===== config.mk =====
export PLATFORM = sky130hd
export DESIGN_NAME = subsys_lifecycle_seq
export DESIGN_NICKNAME = d
export VERILOG_FILES = /design/src/rtl/subsys_lifecycle_seq.sv
export SDC_FILE = /design/constraint.sdc
export NUM_CORES = 1
export LEC_CHECK = 0
export BUFFER_PORTS_ARGS = -buffer_cell sky130_fd_sc_hd__buf_2
export CORE_ASPECT_RATIO = 0.75
export CORE_MARGIN = 5
export CORE_UTILIZATION = 40
export DETAILED_ROUTE_END_ITERATION = 6
export SETUP_SLACK_MARGIN = 0.02
export SLEW_MARGIN = 20
export SYNTH_ARGS = -nofsm -noshare
export SYNTH_HDL_FRONTEND = slang
export SYNTH_SLANG_ARGS = --single-unit
export TNS_END_PERCENT = 100

===== constraint.sdc =====
create_clock -name clk -period 3.2 [get_ports clk]
set_clock_uncertainty 0.15 [all_clocks]
set_input_delay 0.64 -clock clk [delete_from_list [all_inputs] [get_ports clk]]
set_output_delay 0.64 -clock clk [all_outputs]
set_load 0.03 [all_outputs]

===== src/rtl/subsys_lifecycle_seq.sv =====
`default_nettype none
// +----------------------------------------------------------------------------+
// | subsys_lifecycle_seq: ordered N-channel subsystem bring-up and teardown.   |
// | Optional ack timeout enabled by macro SUBSYS_LIFECYCLE_SEQ_TMO_EN.         |
// | Revision: 1.0                                                              |
// +----------------------------------------------------------------------------+
module subsys_lifecycle_seq #(
   parameter int unsigned      N_SUB   = 8,
   parameter int unsigned      IDX_W   = $clog2(N_SUB),
   parameter int unsigned      TMO_W   = 16,
   parameter logic [TMO_W-1:0] TMO_CYC = TMO_W'(1000)
) (
   input  logic             clk,
   input  logic             rst_n,
   input  logic             start_i,
   input  logic             stop_i,
   output logic [N_SUB-1:0] init_req_o,
   input  logic [N_SUB-1:0] init_ack_i,
   input  logic [N_SUB-1:0] init_err_i,
   output logic [N_SUB-1:0] down_req_o,
   input  logic [N_SUB-1:0] down_ack_i,
   output logic [N_SUB-1:0] up_mask_o,
   output logic             busy_o,
   output logic             up_o,
   output logic             done_o,
   output logic             err_o,
   output logic [IDX_W-1:0] err_idx_o,
   output logic             err_tmo_o
);

   typedef enum logic [2:0] {
      S_IDLE = 3'd0,
      S_INIT = 3'd1,
      S_IGAP = 3'd2,
      S_RUN  = 3'd3,
      S_SHUT = 3'd4,
      S_SGAP = 3'd5
   } state_t;

   state_t           r_state;
   logic [IDX_W-1:0] r_idx;
   logic             r_stop_pend;

   logic             w_ack, w_ierr, w_dack, w_tmo, w_last;
   logic [N_SUB-1:0] w_onehot, w_msb_onehot;
   logic [IDX_W-1:0] w_msb;

   function automatic logic [IDX_W-1:0] f_msb(input logic [N_SUB-1:0] m);
      f_msb = '0;
      for (int i = 0; i < N_SUB; i++) begin
         if (m[i]) f_msb = IDX_W'(i);
      end
   endfunction

   assign w_ack        = (r_state == S_INIT) && init_ack_i[r_idx];
   assign w_ierr       = (r_state == S_INIT) && init_err_i[r_idx];
   assign w_dack       = (r_state == S_SHUT) && down_ack_i[r_idx];
   assign w_last       = (r_idx == IDX_W'(N_SUB - 1));
   assign w_onehot     = N_SUB'(1) << r_idx;
   assign w_msb        = f_msb(up_mask_o);
   assign w_msb_onehot = N_SUB'(1) << w_msb;

   assign busy_o = (r_state == S_INIT) || (r_state == S_IGAP) ||
                   (r_state == S_SHUT) || (r_state == S_SGAP);
   assign up_o   = (r_state == S_RUN);

`ifdef SUBSYS_LIFECYCLE_SEQ_TMO_EN
   logic [TMO_W-1:0] r_tmo_cnt;
   logic             w_hs;

   // A request is always high while in INIT or SHUT, so the state alone marks a live handshake.
   assign w_hs  = (r_state == S_INIT) || (r_state == S_SHUT);
   assign w_tmo = w_hs && (r_tmo_cnt == TMO_CYC - TMO_W'(1));

   always_ff @(posedge clk or negedge rst_n) begin
      if (!rst_n) begin
         r_tmo_cnt <= '0;
      end else if (w_hs && !(w_ack || w_ierr || w_dack || w_tmo)) begin
         r_tmo_cnt <= r_tmo_cnt + TMO_W'(1);
      end else begin
         r_tmo_cnt <= '0;
      end
   end
`else
   logic [TMO_W-1:0] w_unused_tmo_cyc;

   assign w_unused_tmo_cyc = TMO_CYC;
   assign w_tmo            = 1'b0;
`endif

   always_ff @(posedge clk or negedge rst_n) begin
      if (!rst_n) begin
         r_state     <= S_IDLE;
         r_idx       <= '0;
         r_stop_pend <= 1'b0;
         init_req_o  <= '0;
         down_req_o  <= '0;
         up_mask_o   <= '0;
         done_o      <= 1'b0;
         err_o       <= 1'b0;
         err_idx_o   <= '0;
         err_tmo_o   <= 1'b0;
      end else begin
         done_o <= 1'b0;
         case (r_state)
            S_IDLE: begin
               if (start_i) begin
                  r_state    <= S_INIT;
                  r_idx      <= '0;
                  init_req_o <= N_SUB'(1);
                  err_o      <= 1'b0;
                  err_idx_o  <= '0;
                  err_tmo_o  <= 1'b0;
               end
            end
            S_INIT: begin
               if (stop_i) r_stop_pend <= 1'b1;
               if (w_ierr || w_tmo) begin
                  init_req_o <= '0;
                  if (!err_o) begin
                     err_o     <= 1'b1;
                     err_idx_o <= r_idx;
                     err_tmo_o <= !w_ierr;
                  end
                  // Roll back whatever already came up; nothing up means straight to IDLE.
                  if (|up_mask_o) begin
                     r_state    <= S_SHUT;
                     r_idx      <= w_msb;
                     down_req_o <= w_msb_onehot;
                  end else begin
                     r_state     <= S_IDLE;
                     done_o      <= 1'b1;
                     r_stop_pend <= 1'b0;
                  end
               end else if (w_ack) begin
                  init_req_o <= '0;
                  up_mask_o  <= up_mask_o | w_onehot;
                  if (w_last && !(r_stop_pend || stop_i)) begin
                     r_state <= S_RUN;
                     done_o  <= 1'b1;
                  end else begin
                     r_state <= S_IGAP;
                  end
               end
            end
            S_IGAP: begin
               if (r_stop_pend || stop_i) begin
                  r_stop_pend <= 1'b1;
                  r_state     <= S_SHUT;
                  r_idx       <= w_msb;
                  down_req_o  <= w_msb_onehot;
               end else begin
                  r_state    <= S_INIT;
                  r_idx      <= r_idx + IDX_W'(1);
                  init_req_o <= w_onehot << 1;
               end
            end
            S_RUN: begin
               if (stop_i) begin
                  r_state    <= S_SHUT;
                  r_idx      <= w_msb;
                  down_req_o <= w_msb_onehot;
               end
            end
            S_SHUT: begin
               // A stuck subsystem is dropped from the mask so teardown can still finish.
               if (w_dack || w_tmo) begin
                  down_req_o <= '0;
                  up_mask_o  <= up_mask_o & ~w_onehot;
                  r_state    <= S_SGAP;
                  if (!w_dack && !err_o) begin
                     err_o     <= 1'b1;
                     err_idx_o <= r_idx;
                     err_tmo_o <= 1'b1;
                  end
               end
            end
            S_SGAP: begin
               if (up_mask_o == '0) begin
                  r_state     <= S_IDLE;
                  done_o      <= 1'b1;
                  r_stop_pend <= 1'b0;
               end else begin
                  r_state    <= S_SHUT;
                  r_idx      <= w_msb;
                  down_req_o <= w_msb_onehot;
               end
            end
            default: r_state <= S_IDLE;
         endcase
      end
   end

endmodule
`default_nettype wire


# Word-level counts from Yosys, hierarchy flattened
# Cells that the tools add are included.
[classes]
add_sub_neg = 1
n_lt_le_gt_ge = 1
eq_ne = 20
shifts = 2
muxes = 71
bitwise = 3
n_reduce_logical = 30
[ops]
columns = ["op", "n"]
rows = [
  ["two-way mux 8 bit", 13],
  ["two-way mux 3 bit", 22],
  ["case mux 8 bit (5 select lines)", 1],
  ["case mux 8 bit (3 select lines)", 1],
  ["two-way mux 1 bit", 21],
  ["inequality test 2 bit, second input constant", 9],
  ["case mux 3 bit (6 select lines)", 1],
  ["case mux 8 bit (2 select lines)", 1],
  ["<< shifter 1 x 3 -> 8 bit, first input constant", 2],
  ["case mux 3 bit (5 select lines)", 1],
  ["AND reduction 4 bit", 3],
  ["AND reduction 6 bit", 2],
  ["nonzero test 5 bit", 2],
  ["binary-select mux 1 bit (select 3 bit)", 3],
  ["== test 3 bit, second input constant", 3],
  ["case mux 1 bit (3 select lines)", 3],
  ["case mux 3 bit (3 select lines)", 1],
  ["nonzero test 3 bit", 3],
  ["bitwise AND 8 bit", 1],
  ["logical NOT 8 bit", 1],
  ["inequality test 2 x 1 -> 1 bit, second input constant", 4],
  ["inverter 8 bit", 1],
  ["bitwise OR 8 bit", 1],
  ["OR reduction 8 bit", 1],
  ["other kinds (15)", 27],
]
[totals]
ff_bits = 37
in_bits = 28
word_cells = 138

# Longest topological paths before layout
[depth]
word_depth = 11
depth_mapped = 7
mapped_depth_nobuf = 6

# Worst setup path after synthesis
# OpenSTA, ideal clock, no wires.
[synth_path]
kind = "flip-flop to flip-flop"
start = "reg with a tool-made name"
end = "reg r_idx[2]"
t_arrival_ns = 2.101
path_slack_ns = 0.824
stages_incl_launch_ff = 7
path_cell_list = "dfrtp_1 buf_2 nor4_1 a21oi_1 mux2_2 a31o_2 mux2_2"
[synth_rtl]
columns = ["item", "line", "rtl"]
rows = [
  ["to (signal assigned)", "128", "r_idx <= w_msb;"],
  ["to (signal assigned)", "150", "r_idx <= w_msb;"],
  ["to (signal assigned)", "154", "r_idx <= r_idx + IDX_W'(1);"],
  ["to (decl)", "41", "logic [IDX_W-1:0] r_idx;"],
]

# Worst setup path after layout
[layout_path]
start = "reg r_idx[0]"
end = "reg init_req_o[4]"
[layout_via]
elab_chain_len = 5
word_cells_on_any_way = 12
classes_between = "eq/ne: 1; shift: 1; mux: 7; reduce/logical: 3"
[layout_lines]
columns = ["item", "line", "rtl"]
rows = [
  ["binary-select mux 1 bit (select 3 bit) (on tied branches)", "55, 56", ""],
  ["two-way mux 1 bit (on tied branches)", "55, 56", ""],
  ["logical AND 1 bit (on tied branches)", "55, 56", ""],
  ["inequality test 3 bit (no line) / two-way mux 8 bit (equally long branches)", "n/a", ""],
  ["AND reduction 4 bit (no line) / case mux 8 bit (3 select lines) (equally long branches)", "n/a", ""],
  ["to (signal assigned)", "155", "init_req_o <= w_onehot << 1;"],
  ["to (decl)", "17", "output logic [N_SUB-1:0] init_req_o,"],
]
# Several ways; a longest one is shown, not always the timed one. The select of a mux whose other input is x is not followed.
# A chain may end at the register's enable or synchronous reset.

==> metrics.txt <==
syn avg cell area=10.1 µm²; Die Wd=a little under 100 µm; minimum clock period=around 2.7 ns; initial antenna violation count=0; Pint=around 1.5 mW; class of the worst hold path=primary input to async pin; Avg WL per Cell=roughly 17 µm; fin crit share=a little over four fifths; RSZ-0062 raised after global routing=false; Synth area leaders=dfrtp_1 (41%), mux2_2 (7.0%), nor2_1 (3.8%); vias per cell=roughly 5.5; initial core utilization=about two fifths; Post-DP HPWL=between 4 and 5 mm; Clock Tree Root=clkbuf_8; Detailed Route WL=6.09 mm; first-pass GRT wire length=just over 10 mm; CTS-repair resized insts=0; largest area contributor in the netlist=dfrtp_1; layout cell share with drive strength beyond 1=about a third; CORE AREA=0.00541 mm²; sequential fraction of design power=slightly below 30%; syn nets=between 200 and 300; Ports=60; post-synthesis cell count=about 220; vias in the first global route=a little under 2k; Post-CTS Setup Repair Bufs=0; DIE AREA=0.00727 mm²; slew margin rel.=a little over two fifths; Critical Path Source Type=flip-flop; PortBufs=59; most common cell in the synthesized netlist=dfrtp_1; top cell type's share of synthesized area=slightly above 40%; H-tree depth=2; endpoints failing setup=0; clock sink total=37; max cap viols=0; Yosys reg bits=37; Worst Path Max Fanout=16; area grow syn2layout=20.0%; Psw=1.38 mW; Reg clk slew, reported paths=roughly 0.08 ns; static leakage=roughly 1.3 nW; largest net degree at the start of global routing=38; hold buffers post-CTS=0; Post-synth EDFFs=0; number of cell rows=23; Buf/Inv on CP=0; Slew @ Worst Pin=around 0.86 ns; DR DRC count=0; outcome=completed; total track usage=17.6%; WHS=between 0.3 and 0.4 ns; final hold viol count=0; Final Max Slew Viols=0; fmax=between 0.3 and 0.4 GHz; antenna viol nets, final=0; ratio of total power to cell area=1050 mW/mm²; nets@finish=320; drt first pass iters=5; Final Wtd Congestion=0.903; TritonCTS Buffers=5; Clk Latency, worst-skew pair=approximately 0.29 ns; sequential share of the synthesized area=around two fifths; switching share of total power=between 40% and 50%; initial DRC count=129; antenna cells=0; Crit path largest cell delay=0.75 ns; synth unique cells=53; global route overflow=0; TritonCTS clock tree=yes; Tot Pwr=2.85 mW; Gate power share=between 50% and 60%; Mapped Area=approximately 0.0023 mm²; deepest clock path buffer count=2; maximum VDD drop=about 0.36 mV; routed vias=between 1.5k and 2k; Die Span Y=about 75 µm; critical path's slowest cell=dfrtp_1; Ys Warns=0; crit path kind=flip-flop to flip-flop; crit path capture type=flip-flop; cell family with most CP delay=compound AO/OA/AOI/OAI gates; Critical Path AT=between 2 and 3 ns; data required time of the worst path=3.28 ns; Async S/R FF share, synth=100%; clock network fraction of total power=14.3%; sum of negative setup slack=0 ns; synth cell count leaders=dfrtp_1 (37), nor2_1 (23), nand2_1 (22), mux2_2 (14), inv_1 (10); fillers=approximately 540; Main synth FF type=dfrtp_1; crit-path cells=and2b_2 -> a2111oi_2 -> nor3_2 -> o41ai_4 -> a22o_1
==> power by group through the flow <==
stage,Combinational (mW),Clock (mW),Sequential [mW]
after CTS,1.61,0.417,0.834
after global routing,1.75,0.445,0.870
after global placement,1.62,0,0.838
after detailed placement,1.60,0,0.843
after floorplan,1.17,0,0.884
final,1.61,0.407,0.835
==> routing by layer <==
layer | track usage (%) | part of all wire [%]
met1 | 26.5 | 52
met2 | 23.9 | 38
met3 | 6.39 | 9.0
met4 | 4.05 | 1.2
met5 | 0 | 0
==> logic make-up after synthesis <==
logic type / after synthesis / share of synthesized area (%)
flip-flops: 37 / 41.0
adder cells (fa/ha/maj): 6 / 3.32
AND/OR/NAND/NOR: 78 / 16.7
XOR/XNOR: 1 / 0.388
multiplexers: 23 / 12.1
buffers and inverters: 20 / 5.59
AO/OA/AOI/OAI: 59 / 20.9
==> cell usage in the layout, fill, tap and decap left out, types with 6 or more instances in the layout <==
cell,instances
mux2i_1,7
nor3_1,6
mux2_2,14
nand2_1,22
o2bb2ai_1,7
nor2_1,23
inv_1,10
ha_1,6
dfrtp_1,37
buf_2,59
a21oi_1,8
o22a_1,7
o21ai_0,7
==> worst reg2reg max path, stage by stage (launching register included) <==
cell,delay (ns)
dfrtp_1,0.75
and2b_2,0.30
a2111oi_2,0.47
nor3_2,0.16
o41ai_4,0.56
a22o_1,0.23
==> layout make-up <==
| type | count | area, µm² | share of cell area [%] |
|---|---|---|---|
| Inverter | 11 | 41.3 | 1.52 |
| Sequential cell | 37 | 926 | 34.1 |
| Clock buffer | 6 | 72.6 | 2.68 |
| Clock inverter | 2 | 38.8 | 1.43 |
| Tap cell | 75 | 93.8 | 3.46 |
| Multi-Input combinational cell | 167 | 1210 | 44.5 |
| Timing Repair Buffer | 64 | 333 | 12.3 |
==> metrics by stage <==
step / worst slack [ns] / area (µm²) / util, % / cells
floorplan: 0.824 / 2260 / - / 224
global placement: 0.630 / 2600 / 48.1 / 354
detailed placement: 0.535 / 2600 / 48.1 / 354
CTS: 0.511 / 2710 / 50.1 / 362
global route: 0.335 / 2710 / 50.1 / 362
finish: 0.524 / 2710 / 50.1 / 362
==> worst paths after layout <==
path / start / to / slack [ns] / cells past startpoint
max in group asynchronous: rst_n / down_req_o[2]$_DFFE_PN0P_ / 2.05 / 1
min in group clk: init_req_o[5]$_DFFE_PN0P_ / init_req_o[5]$_DFFE_PN0P_ / 0.34 / 1
hold / removal: rst_n / err_idx_o[1]$_DFFE_PN0P_ / 0.31 / 1
hold reg to reg: init_req_o[5]$_DFFE_PN0P_ / init_req_o[5]$_DFFE_PN0P_ / 0.34 / 1
setup / recovery: r_idx[0]$_DFFE_PN0P_ / init_req_o[4]$_DFFE_PN0P_ / 0.52 / 5
setup reg to reg: r_idx[0]$_DFFE_PN0P_ / init_req_o[4]$_DFFE_PN0P_ / 0.52 / 5
No activity file was read; power rests on OpenSTA's default activity.
